<file path="src/rtl/pinball_pkg.sv">
// Shared definitions for the pinball flipper input path.
// Holds the per-channel flip request state encoding.
package pinball_pkg;

    typedef enum logic [1:0] {
        IDLE     = 2'd0,
        ACTIVE   = 2'd1,
        COOLDOWN = 2'd2
    } flipState_t;

endpackage

</file>
<file path="src/rtl/flip_button_channel.sv">
// One flipper button channel: synchronizer, debouncer, press detector,
// and the IDLE/ACTIVE/COOLDOWN request FSM with hold and cooldown timers.
module flip_button_channel
    import pinball_pkg::*;
#(
    parameter int DEBOUNCE_CYCLES = 250000,
    parameter int HOLD_MAX_CYCLES = 50000000,
    parameter int COOLDOWN_CYCLES = 5000000
) (
    input  logic i_clk,
    input  logic i_rst,
    input  logic i_btn,
    output logic o_move,
    output logic o_timeout
);

    localparam int DEB_W  = $clog2(DEBOUNCE_CYCLES) + 1;
    localparam int HOLD_W = $clog2(HOLD_MAX_CYCLES) + 1;
    localparam int COOL_W = $clog2(COOLDOWN_CYCLES) + 1;

    localparam logic [DEB_W-1:0]  DEB_LAST  = DEB_W'(DEBOUNCE_CYCLES - 1);
    localparam logic [HOLD_W-1:0] HOLD_LAST = HOLD_W'(HOLD_MAX_CYCLES - 1);
    localparam logic [COOL_W-1:0] COOL_LAST = COOL_W'(COOLDOWN_CYCLES - 1);

    logic              r_sync1;
    logic              r_sync2;
    logic              r_deb;
    logic              r_debPrev;
    logic [DEB_W-1:0]  r_debCnt;
    logic [HOLD_W-1:0] r_holdCnt;
    logic [COOL_W-1:0] r_coolCnt;
    logic              r_timeout;
    flipState_t        r_state;
    flipState_t        w_nextState;
    logic              w_press;
    logic              w_holdExpired;
    logic              w_timeoutDrop;

    always_ff @(posedge i_clk or posedge i_rst) begin
        if (i_rst) begin
            r_sync1   <= 1'b0;
            r_sync2   <= 1'b0;
            r_deb     <= 1'b0;
            r_debPrev <= 1'b0;
            r_debCnt  <= '0;
        end else begin
            r_sync1   <= i_btn;
            r_sync2   <= r_sync1;
            r_debPrev <= r_deb;
            if (r_sync2 != r_deb) begin
                if (r_debCnt == DEB_LAST) begin
                    r_deb    <= ~r_deb;
                    r_debCnt <= '0;
                end else begin
                    r_debCnt <= r_debCnt + 1'b1;
                end
            end else begin
                r_debCnt <= '0;
            end
        end
    end

    assign w_press       = r_deb & ~r_debPrev;
    assign w_holdExpired = (r_holdCnt == HOLD_LAST);
    // A release wins over an expiring hold timer, so no timeout pulse then.
    assign w_timeoutDrop = (r_state == ACTIVE) && r_deb && w_holdExpired;

    always_comb begin
        w_nextState = r_state;
        case (r_state)
            IDLE:     if (w_press) w_nextState = ACTIVE;
            ACTIVE:   if (!r_deb || w_holdExpired) w_nextState = COOLDOWN;
            COOLDOWN: if (r_coolCnt == COOL_LAST) w_nextState = IDLE;
            default:  w_nextState = IDLE;
        endcase
    end

    always_ff @(posedge i_clk or posedge i_rst) begin
        if (i_rst) begin
            r_state   <= IDLE;
            r_holdCnt <= '0;
            r_coolCnt <= '0;
            r_timeout <= 1'b0;
        end else begin
            r_state   <= w_nextState;
            r_timeout <= w_timeoutDrop;
            // Timers only advance while staying in their own state, so they cannot wrap.
            if (r_state == ACTIVE && w_nextState == ACTIVE) begin
                r_holdCnt <= r_holdCnt + 1'b1;
            end else begin
                r_holdCnt <= '0;
            end
            if (r_state == COOLDOWN && w_nextState == COOLDOWN) begin
                r_coolCnt <= r_coolCnt + 1'b1;
            end else begin
                r_coolCnt <= '0;
            end
        end
    end

    assign o_move    = (r_state == ACTIVE);
    assign o_timeout = r_timeout;

endmodule

</file>
<file path="src/rtl/flip_input_conditioner.sv">
// Conditions the raw left/right flipper buttons into clean flip requests,
// using two independent copies of the button channel.
module flip_input_conditioner
    import pinball_pkg::*;
#(
    parameter int DEBOUNCE_CYCLES = 250000,
    parameter int HOLD_MAX_CYCLES = 50000000,
    parameter int COOLDOWN_CYCLES = 5000000
) (
    input  logic clk,
    input  logic rst,
    input  logic btn_left,
    input  logic btn_right,
    output logic move_left_flip,
    output logic move_right_flip,
    output logic left_timeout,
    output logic right_timeout
);

    flip_button_channel #(
        .DEBOUNCE_CYCLES (DEBOUNCE_CYCLES),
        .HOLD_MAX_CYCLES (HOLD_MAX_CYCLES),
        .COOLDOWN_CYCLES (COOLDOWN_CYCLES)
    ) u_left (
        .i_clk     (clk),
        .i_rst     (rst),
        .i_btn     (btn_left),
        .o_move    (move_left_flip),
        .o_timeout (left_timeout)
    );

    flip_button_channel #(
        .DEBOUNCE_CYCLES (DEBOUNCE_CYCLES),
        .HOLD_MAX_CYCLES (HOLD_MAX_CYCLES),
        .COOLDOWN_CYCLES (COOLDOWN_CYCLES)
    ) u_right (
        .i_clk     (clk),
        .i_rst     (rst),
        .i_btn     (btn_right),
        .o_move    (move_right_flip),
        .o_timeout (right_timeout)
    );

endmodule

</file>
<file path="config.mk">
export PLATFORM = sky130hd
export DESIGN_NAME = flip_input_conditioner
export DESIGN_NICKNAME = d
export VERILOG_FILES = /design/src/rtl/pinball_pkg.sv /design/src/rtl/flip_button_channel.sv /design/src/rtl/flip_input_conditioner.sv
export SDC_FILE = /design/constraint.sdc
export NUM_CORES = 1
export LEC_CHECK = 0
export ABC_CLOCK_PERIOD_IN_PS = 8200
export CAP_MARGIN = 20
export CORE_MARGIN = 8
export CORE_UTILIZATION = 50
export DETAILED_ROUTE_END_ITERATION = 16
export PLACE_DENSITY_LB_ADDON = 0.08
export SLEW_MARGIN = 40
export SYNTH_ARGS = -nofsm -noshare
export SYNTH_HDL_FRONTEND = slang
export SYNTH_SLANG_ARGS = --single-unit
</file>
<file path="constraint.sdc">
create_clock -name clk -period 8.2 [get_ports clk]
set_input_delay 2.05 -clock clk [delete_from_list [all_inputs] [get_ports clk]]
set_output_delay 2.05 -clock clk [all_outputs]
set_load 0.03 [all_outputs]
</file>
==> metrics.txt, run 1 <==
Congestion Overflow GR=0; share of the synthesized area in the top cell type=just over 50%; sw frac=20.7%; Pleak=3.15 nW; critical-path maximum fanout=4; post-CTS setup buffers=0; minimum clock period=between 3 and 4 ns; via count=~5900; number of synthesized flops with an enable pin=0; Mapped Cells=about 800; Peak Freq=roughly 260 MHz; HP Class=reg -> reg; Final ANT Viol Nets=0; Int Power=between 0.001 and 0.0015 W; vias in the first global route=5896; DP HPWL=about 10000 um; status=completed; global-route wire length before repair=27100 um; hold_buf cts=0; total power=between 0.0015 and 0.002 W; routability cong.=around 0.80; synthesized flop and latch total=154; YS warnings=0; initial antenna violation count=0; number of DRC markers in iteration 0=between 300 and 400; CP endpoint kind=output pin; Tot GR Track Use=about 17%; Async S/R FF share, synth=100%; sw power=0.000334 W; CP Launch Type=flip-flop; router iterations before antenna repair=4; Final setup viols=0; layout cells sized above 1=under 10%; max-slew violation count=0; Clock Tree Buf Depth=2; mapped cell area=7640 um^2; Initial Util=approximately half; CTS H-tree depth=4; sequential area share after synthesis=between 50% and 60%; Synth area leaders=dfrtp_1 50%, xnor2_1 5.2%, nor2_1 4.7%; final core occ=56.4%; Rows=45; Comb power frac=1.5%; area of placed instances=just under 8000 um^2; Hold Vio Cnt, Final=0; Worst Path Arrival=~1.7 ns; average size of a mapped cell=between 9 and 10 um^2; pin count of the biggest net entering global routing=100; Peak supply drop=around 0.14 mV; Layout Nets=about 800; Clk pin slew, worst setup/hold paths=about 0.060 ns; Ports=8; Fin Setup TNS=0 ns; die area=between 15000 and 20000 um^2; P per Cell Area=190 nW/um^2; number of clock sinks=~150; post-synth top area cell=dfrtp_1; Clock Skew=about 0.010 ns; Critical Path Max Stage Delay=roughly 0.7 ns; post-route cell area=8510 um^2; non-filler cells in the finished layout=994; Root Buffer=clkbuf_16; syn_nets=about 800; core area=about 15000 um^2; crit-path cells=nor2b_1 > clkdlybuf4s50_1; Detailed Route WL=between 15000 and 20000 um; delay-heaviest family, CP=buffers and inverters; post-route DRC violation count=0; vias per cell=around 5.9; CTS Buf Count=17; top_reg_cell synth=dfrtp_1; MaxCap Viol Count=0; placed cells=around 960; synth unique cells=46; final critical-path share of the clock period=46.0%; Clock Latency Late Sink=0.42 ns; Die H=between 100 and 150 um; post-CTS sizing=0; Area Overhead vs Synth=11.4%; CP bufs+invs=1; Setup Crit Path Kind=reg -> out; CTS tree=yes; Slew headroom=between 50% and 60%; IO Port Bufs=7; CP max-delay cell=clkdlybuf4s50_1; Worst EP required=~6 ns; RSZ-0062 raised after global routing=false; Worst Max-Slew Pin Slew=about 0.7 ns; fraction of power consumed by the clock network=~51%; antenna cells=0; DIE WIDTH=between 100 and 150 um; Seq pwr share=a little under half; WL/cell=between 15 and 20 um
[stage by stage]
| step | hold WS (ns) | setup slack (ns) |
|---|---|---|
| floorplan | 0.331 | 2.00 |
| global placement | 0.345 | 4.25 |
| detailed placement | 0.346 | 4.34 |
| CTS | 0.360 | 4.39 |
| global route | 0.366 | 4.31 |
| finish | 0.354 | 4.42 |
[path summary, 6_finish.rpt]
path                       slack, ns            startpoint  cells past startpoint                    end
setup / recovery                4.42     u_left.r_state[1]                      2         move_left_flip
hold / removal                  0.35       u_right.r_sync1                      0        u_right.r_sync2
setup reg to reg                5.90  u_right.r_holdCnt[0]                      5  u_right.r_holdCnt[26]
hold reg to reg                 0.35       u_right.r_sync1                      0        u_right.r_sync2
max in group asynchronous       4.93                   rst                      3   u_right.r_holdCnt[2]
min in group asynchronous       2.14                   rst                      2   u_left.r_coolCnt[23]
[cell type report]
cell class | instances | area, um^2
Inverter | 26 | 105
Sequential cell | 154 | 3850
Tap cell | 188 | 235
Timing Repair Buffer | 13 | 115
Clock inverter | 14 | 196
Multi-Input combinational cell | 581 | 3580
Fill cell | 1341 | 6580
Clock buffer | 18 | 429
[registers in the layout, summed over array words and instances, names as in the netlist]
name	flops
u_left.r_holdCnt	27
u_right.r_holdCnt	27
u_left.r_coolCnt	24
u_right.r_coolCnt	24
u_left.r_debCnt	19
u_right.r_debCnt	19
u_left.r_state	2
u_right.r_state	2
u_left.o_timeout	1
u_left.r_deb	1
u_left.r_debPrev	1
u_left.r_sync1	1
u_left.r_sync2	1
u_right.o_timeout	1
u_right.r_deb	1
u_right.r_debPrev	1
u_right.r_sync1	1
u_right.r_sync2	1
[synth_stat cells (all sizes together), types with 5 or more instances]
master and count:
o21ai 26, nor2 96, nand4 33, or4 32
inv 26, ha 6, nand2 41, and4 11
or3 27, xnor2 45, nor3 13, nand3 57
a21oi 55, and2 5, nor4 17, clkbuf 19
and3 19, buf 9, xor2 30, dfrtp 154
nor4b 11, o31ai 30
[power groups by stage]
stage          Clock [W]  Sequential, W  Combinational, W
6_report        0.000822       0.000767         0.0000249
4_1_cts         0.000843       0.000766         0.0000266
3_5_place_dp           0       0.000780         0.0000267
2_1_floorplan          0       0.000779         0.0000184
3_3_place_gp           0       0.000780         0.0000256
5_1_grt         0.000874       0.000767         0.0000301
[cells by family (layout without fill, tap and decap cells)]
logic type / Yosys count / after routing / share of synthesized area (%)
adder cells (fa/ha/maj): 6 / 6 / 0.983
buffers and inverters: 54 / 71 / 2.85
XOR/XNOR: 75 / 75 / 8.60
multiplexers: 3 / 3 / 0.426
AND/OR/NAND/NOR: 378 / 378 / 27.1
flip-flops: 154 / 154 / 50.5
AO/OA/AOI/OAI: 119 / 119 / 9.58
[placed cells by master (no fill, tap or decap), types with 4 or more instances in the layout]
| cell type | instances |
|---|---|
| or3_1 | 26 |
| dfrtp_1 | 154 |
| a21oi_1 | 53 |
| or4b_2 | 4 |
| ha_1 | 6 |
| or4_1 | 30 |
| bufinv_16 | 4 |
| clkbuf_16 | 17 |
| buf_4 | 6 |
| nand4_1 | 32 |
| and3_1 | 19 |
| clkinv_4 | 4 |
| nor4_1 | 17 |
| o21ai_0 | 25 |
| nand2_1 | 41 |
| nand3_1 | 57 |
| nor3_1 | 13 |
| inv_1 | 25 |
| nor4b_1 | 11 |
| and2_1 | 5 |
| and4_1 | 11 |
| xor2_1 | 30 |
| nor2_1 | 96 |
| xnor2_1 | 45 |
| o31ai_1 | 27 |
| clkdlybuf4s50_1 | 7 |
[metal layers]
metal | share of wire (%) | vias up | GRT usage (%)
li1 | - | 2886 | -
met1 | 48 | 2890 | 21.1
met2 | 48 | 71 | 27.4
met3 | 3.4 | 13 | 4.31
met4 | 0.87 | 0 | 4.80
met5 | 0 | - | 0
(Power assumes the default switching activity.)
==> run 2: changes to the inputs <==
--- a/config.mk
+++ b/config.mk
@@ -5,7 +5,7 @@
 export SDC_FILE = /design/constraint.sdc
 export NUM_CORES = 1
 export LEC_CHECK = 0
-export ABC_CLOCK_PERIOD_IN_PS = 8200
+export ABC_CLOCK_PERIOD_IN_PS = 3350
 export CAP_MARGIN = 20
 export CORE_MARGIN = 8
 export CORE_UTILIZATION = 50
==> constraint.sdc (replaced) <==
create_clock -name clk -period 3.35 [get_ports clk]
set_input_delay 0.8375 -clock clk [delete_from_list [all_inputs] [get_ports clk]]
set_output_delay 0.8375 -clock clk [all_outputs]
set_load 0.03 [all_outputs]
==> run 2 against run 1 <==
Via count is 0.36% higher. Setup slack got worse by 3.6 ns. Utilization grew 0.51 points. Largest power group unchanged. Combinational power grew to 2.9 times the previous value. Critical path type unchanged.
==> metrics.txt, run 2 (synthesized netlist as in run 1, its figures left out) <==
status=completed; number of clock sinks=154 (unchanged); DIE WIDTH=140 um (unchanged); antenna cells=0 (unchanged); Final ANT Viol Nets=0 (unchanged); Clock Skew=0.00901 ns (-0.00110 ns); area of placed instances=7940 um^2 (+0.81%); CTS H-tree depth=4 (unchanged); Crit Reg-Reg Startpoint=u_right.r_coolCnt[18]; RR Endpoint=u_right.r_state[1]; vias per cell=5.89 (about the same); Clk pin slew, worst setup/hold paths=0.06 ns (about the same); core area=15100 um^2 (unchanged); Filler Cells Inserted=1294 (-3.5%); Fin Hold WS=0.347 ns (-0.00721 ns); vias in the first global route=5838 (-0.98%); IO Port Bufs=7 (unchanged); Met1 Wirelength=7290 um (-0.69%); met2 wire length=7350 um (+0.27%); post-route cell area=8590 um^2 (+0.91%); routability cong.=0.830 (+4.2%); CTS tree=yes; RSZ-0062 raised after global routing=false; pin count of the biggest net entering global routing=38 (-62%); global-route wire length before repair=27600 um (+1.8%); Int Power=0.00322 W (+150%); CTS Buf Count=17 (unchanged); Comb power frac=1.8% (+0.3 points); CP Launch Type=flip-flop; Clock Tree Buf Depth=2 (unchanged); Critical Path Max Stage Delay=0.67 ns (-0.04 ns); commonest non-fill, non-tap cell in the layout=dfrtp_1; CP max-delay cell=clkdlybuf4s50_1; Die H=140 um (unchanged); number of DRC markers in iteration 0=369 (+8.8%); post-route DRC violation count=0 (unchanged); HP Class=reg -> reg; Peak Freq=between 300 and 400 MHz; WHS Endpoint=u_right.r_sync2; Ports=8 (unchanged); WL/cell=15.3 um (-0.66%); crit-path cells=nand2b_1 > inv_1 > clkdlybuf4s50_1; router iterations before antenna repair=5 (+1); Congestion Overflow GR=0 (unchanged); post-CTS setup buffers=0 (unchanged); met3 WL post-DR=516 um (-1.9%); Detailed Route WL=15300 um (-0.26%); fraction of power consumed by the clock network=51.6% (+0.7 points); Multi-input gate area=3570 um^2 (-0.24%); Worst Hold Depth=0 (unchanged); Clock Latency Late Sink=0.42 ns (about the same); Initial Util=50.6% (unchanged); Layout Nets=807 (+0.50%); DP HPWL=10400 um (+0.82%); layout cells sized above 1=7.78% (+0.46 points); Storage cell area=3850 um^2 (unchanged); Final setup viols=0 (unchanged); hold path startpoint=u_right.r_sync1; Area Overhead vs Synth=12.4%; delay-heaviest family, CP=buffers and inverters; Worst EP required=2.51 ns (-3.64 ns); non-filler cells in the finished layout=998 (+0.40%); Rows=45 (unchanged); Slew headroom=61.5% (+8.9 points); die area=19500 um^2 (unchanged); Fin Setup TNS=0 ns (unchanged); P per Cell Area=469 nW/um^2 (+150%); most frequent cells in the layout=154 x dfrtp_1, 96 x nor2_1, 57 x nand3_1; final critical-path share of the clock period=about three quarters; via count=5881 (+0.36%); Pleak=3.20 nW (+1.5%); r2r setup slk=1.12 ns (-4.78 ns); Root Buffer=clkbuf_16; sw frac=20.1% (-0.63 points); Tot GR Track Use=17.0% (+0.39 points); CP bufs+invs=2 (+1); minimum clock period=about 2.6 ns; initial antenna violation count=0 (unchanged); critical-path maximum fanout=3 (-1); Worst Path Arrival=1.74 ns (about the same); hold_buf cts=0 (unchanged); placed cells=966 (+0.42%); MaxCap Viol Count=0 (unchanged); Seq pwr share=46.6% (-0.9 points); sw power=0.000808 W (+140%); Hold Vio Cnt, Final=0 (unchanged); r2r worst-path depth=5 (unchanged); Largest regs=u_left.r_holdCnt: 27 flops, u_right.r_holdCnt: 27 flops; max layer used=met4; Worst Max-Slew Pin Slew=0.578 ns (-0.129 ns); Setup Crit Path Kind=reg -> out; max-slew violation count=0 (unchanged); Peak supply drop=0.391 mV (+180%); CP endpoint kind=output pin; post-CTS sizing=0 (unchanged)
run 2: changes by cell type in the layout (fill, tap and decap cells not counted), sizes merged:
cell      before  now
buf            6   10
clkbuf        18   22
inv           27   25
clkinv         6    5
clkinvlp       3    2
run 2: worst max-delay path by stage:
stage | end | cells past startpoint | slack, ns | start
4_1_cts | move_right_flip | 3 | 0.74 | u_right.r_state[1]
5_1_grt | move_left_flip | 2 | 0.68 | u_left.r_state[1]
3_5_place_dp | u_right.r_state[1] | 5 | 1.12 | u_right.r_coolCnt[18]
2_1_floorplan | u_left.o_timeout | 1 | 0.57 | rst
3_3_place_gp | u_right.r_state[1] | 5 | 1.18 | u_right.r_coolCnt[8]
6_report | move_right_flip | 3 | 0.78 | u_right.r_state[1]
run 2: final cells by class:
class,count,share of cell area (%)
inverters,26,1.18
clock buffers,22,5.64
multi-input cells,581,41.5
repair buffers,17,2.13
clock inverters,10,1.91
well taps,188,2.74
flip-flops and latches,154,44.9
run 2: metal layers:
metal	vias up	global-route usage, %
li1	2878	-
met1	2898	21.9
met2	92	27.8
met3	13	3.86
met4	0	5.54
met5	-	0
run 2: power groups by stage:
stage | registers, W | logic (W) | clock network [W]
after floorplan | 0.00191 | 0.0000453 | 0
after global placement | 0.00191 | 0.0000734 | 0
after detailed placement | 0.00191 | 0.0000758 | 0
after CTS | 0.00188 | 0.0000757 | 0.00212
after global routing | 0.00188 | 0.0000841 | 0.00220
final | 0.00188 | 0.0000714 | 0.00208
run 2: metrics by stage:
stage / power, W / setup slack [ns] / utilization, %
2_1_floorplan: 0.00195 / 0.568 / -
3_3_place_gp: 0.00198 / 1.18 / 52.6
3_5_place_dp: 0.00199 / 1.12 / 52.6
4_1_cts: 0.00407 / 0.744 / 56.9
5_1_grt: 0.00416 / 0.680 / 56.9
6_report: 0.00402 / 0.776 / 56.9
==> run 3: changes to the inputs <==
--- a/config.mk
+++ b/config.mk
@@ -5,7 +5,7 @@
 export SDC_FILE = /design/constraint.sdc
 export NUM_CORES = 1
 export LEC_CHECK = 0
-export ABC_CLOCK_PERIOD_IN_PS = 3350
+export ABC_CLOCK_PERIOD_IN_PS = 2550
 export CAP_MARGIN = 20
 export CORE_MARGIN = 8
 export CORE_UTILIZATION = 50
==> constraint.sdc (replaced) <==
create_clock -name clk -period 2.55 [get_ports clk]
set_input_delay 0.6375 -clock clk [delete_from_list [all_inputs] [get_ports clk]]
set_output_delay 0.6375 -clock clk [all_outputs]
set_load 0.03 [all_outputs]
==> run 3 against run 2 <==
Final cell count unchanged. Setup slack got worse by 0.64 ns. Combinational power increased by 22%. Largest power group unchanged.
==> metrics.txt, run 3 (synthesized netlist as in run 1, its figures left out) <==
placed cells=966 (unchanged); final critical-path share of the clock period=a little over nine tenths; initial antenna violation count=0 (unchanged); routability cong.=0.804 (-3.1%); number of DRC markers in iteration 0=372 (+0.81%); Clock Skew=0.00999 ns (+0.000982 ns); Final ANT Viol Nets=0 (unchanged); CTS tree=yes; commonest non-fill, non-tap cell in the layout=dfrtp_1; CTS Buf Count=17 (unchanged); Seq pwr share=48.7% (+2.1 points); RSZ-0062 raised after global routing=false; antenna cells=0 (unchanged); r2r worst-path depth=5 (unchanged); Layout Nets=807 (unchanged); Int Power=0.00397 W (+24%); total power=0.00505 W (+26%); final core occ=56.5% (-0.44 points); Setup crit end=move_right_flip; Peak Freq=415 MHz; RR Endpoint=u_left.r_coolCnt[22]; Filler Cells Inserted=1368 (+5.7%); pin count of the biggest net entering global routing=79 (+110%); Worst Path Arrival=1.77 ns (+0.03 ns); vias in the first global route=5706 (-2.3%); router iterations before antenna repair=5 (unchanged); CTS H-tree depth=4 (unchanged); non-filler cells in the finished layout=998 (unchanged); Clk pin slew, worst setup/hold paths=0.06 ns (about the same); post-CTS sizing=0 (unchanged); Ports=8 (unchanged); Rows=45 (unchanged); via count=5908 (+0.46%); global-route wire length before repair=26400 um (-4.2%); Peak supply drop=0.506 mV (+29%); Hold Vio Cnt, Final=0 (unchanged); Crit Reg-Reg Startpoint=u_left.r_coolCnt[0]; fraction of power consumed by the clock network=49.5% (-2.1 points); Largest regs=u_left.r_holdCnt: 27 flops, u_right.r_holdCnt: 27 flops; status=completed; WL/cell=15.1 um (-1.6%); Worst EP required=1.91 ns (-0.60 ns); Clock Latency Late Sink=0.42 ns (about the same); CP endpoint kind=output pin; CP max-delay cell=clkdlybuf4s50_1; Worst Max-Slew Pin Slew=0.590 ns (+0.0122 ns); Root Buffer=clkbuf_16; crit-path cells=nand2b_1 > inv_1 > clkdlybuf4s50_1; sw power=0.00108 W (+34%); crit path launch=u_right.r_state[1]; core area=15100 um^2 (unchanged); Area Overhead vs Synth=11.6%; Congestion Overflow GR=0 (unchanged); post-route DRC violation count=0 (unchanged); IO Port Bufs=7 (unchanged); DP HPWL=10100 um (-3.1%); number of clock sinks=154 (unchanged); layout cells sized above 1=7.90% (+0.12 points); CP Launch Type=flip-flop; Slew headroom=60.3% (-1.2 points); Critical Path Max Stage Delay=0.69 ns (+0.02 ns); r2r setup slk=0.31 ns (-0.81 ns); post-CTS setup buffers=0 (unchanged); Clock Tree Buf Depth=2 (unchanged); MaxCap Viol Count=0 (unchanged); vias per cell=5.92 (+0.46%); Detailed Route WL=15000 um (-1.6%); P per Cell Area=593 nW/um^2 (+27%); hold_buf cts=0 (unchanged); Tot GR Track Use=16.1% (-0.84 points); Setup Crit Path Kind=reg -> out; Comb power frac=1.7% (about the same); Final setup viols=0 (unchanged); most frequent cells in the layout=154 x dfrtp_1, 96 x nor2_1, 57 x nand3_1; die area=19500 um^2 (unchanged); Fin Hold WS=0.349 ns (+0.00248 ns); HP Class=reg -> reg; minimum clock period=roughly 2.4 ns; critical-path maximum fanout=3 (unchanged); Initial Util=50.6% (unchanged); Die H=140 um (unchanged); DIE WIDTH=140 um (unchanged); max-slew violation count=0 (unchanged); Pleak=3.16 nW (-1.1%); sw frac=21.4% (+1.3 points)
==> run 3: cell count changes in the layout (fill, tap and decap cells not counted) <==
cell        delta
clkinv_2       +1
buf_4          +1
clkinv_4       -1
clkbuf_1       -1
inv_6          +3
clkbuf_8       -2
clkinvlp_4     +2
buf_12         -1
bufinv_16      -2
==> run 3: worst min path at each step <==
stage                               start               to  slack, ns  cells after the start
after floorplan            u_left.r_sync1   u_left.r_sync2       0.33                      0
after global placement    u_right.r_sync1  u_right.r_sync2       0.33                      0
after detailed placement  u_right.r_sync1  u_right.r_sync2       0.34                      0
after CTS                 u_right.r_sync1  u_right.r_sync2       0.35                      0
after global routing      u_right.r_sync1  u_right.r_sync2       0.36                      0
final                     u_right.r_sync1  u_right.r_sync2       0.35                      0
==> run 3: power groups by stage <==
stage	clock network (W)	registers, W	logic, W
after floorplan	0	0.00251	0.0000595
after global placement	0	0.00251	0.0000889
after detailed placement	0	0.00251	0.0000917
after CTS	0.00258	0.00246	0.0000922
after global routing	0.00268	0.00246	0.000102
final	0.00250	0.00246	0.0000870
==> run 3: metrics by stage <==
step	cell area [um^2]	setup WS (ns)	setup TNS (ns)
final	8520	0.140	0
after global routing	8520	0.0584	0
after CTS	8520	0.106	0
after detailed placement	7930	0.319	0
after global placement	7930	0.405	0
after floorplan	7640	-0.0324	-4.99
==> run 3: critical path: cells and delay by family (launching register included) <==
family	cells	cell delay [ns]
flip-flops	1	0.38
AND/OR/NAND/NOR	1	0.17
buffers and inverters	2	0.81
==> run 3: cell type report <==
type                            instances  area, um^2  share of cell area, %
Clock buffer                           19         453                   5.31
Clock inverter                         13         141                   1.66
Inverter                               26         101                   1.19
Multi-Input combinational cell        581        3570                   41.9
Sequential cell                       154        3850                   45.2
Tap cell                              188         235                   2.76
Timing Repair Buffer                   17         170                   2.00
==> run 3: routing by layer <==
metal / vias up / track usage (%) / share of wire (%)
met2: 96 / 26.7 / 48
met4: 0 / 5.94 / 1.7
met3: 20 / 3.76 / 3.1
met5: - / 0 / 0
met1: 2904 / 20.2 / 47
li1: 2888 / - / -
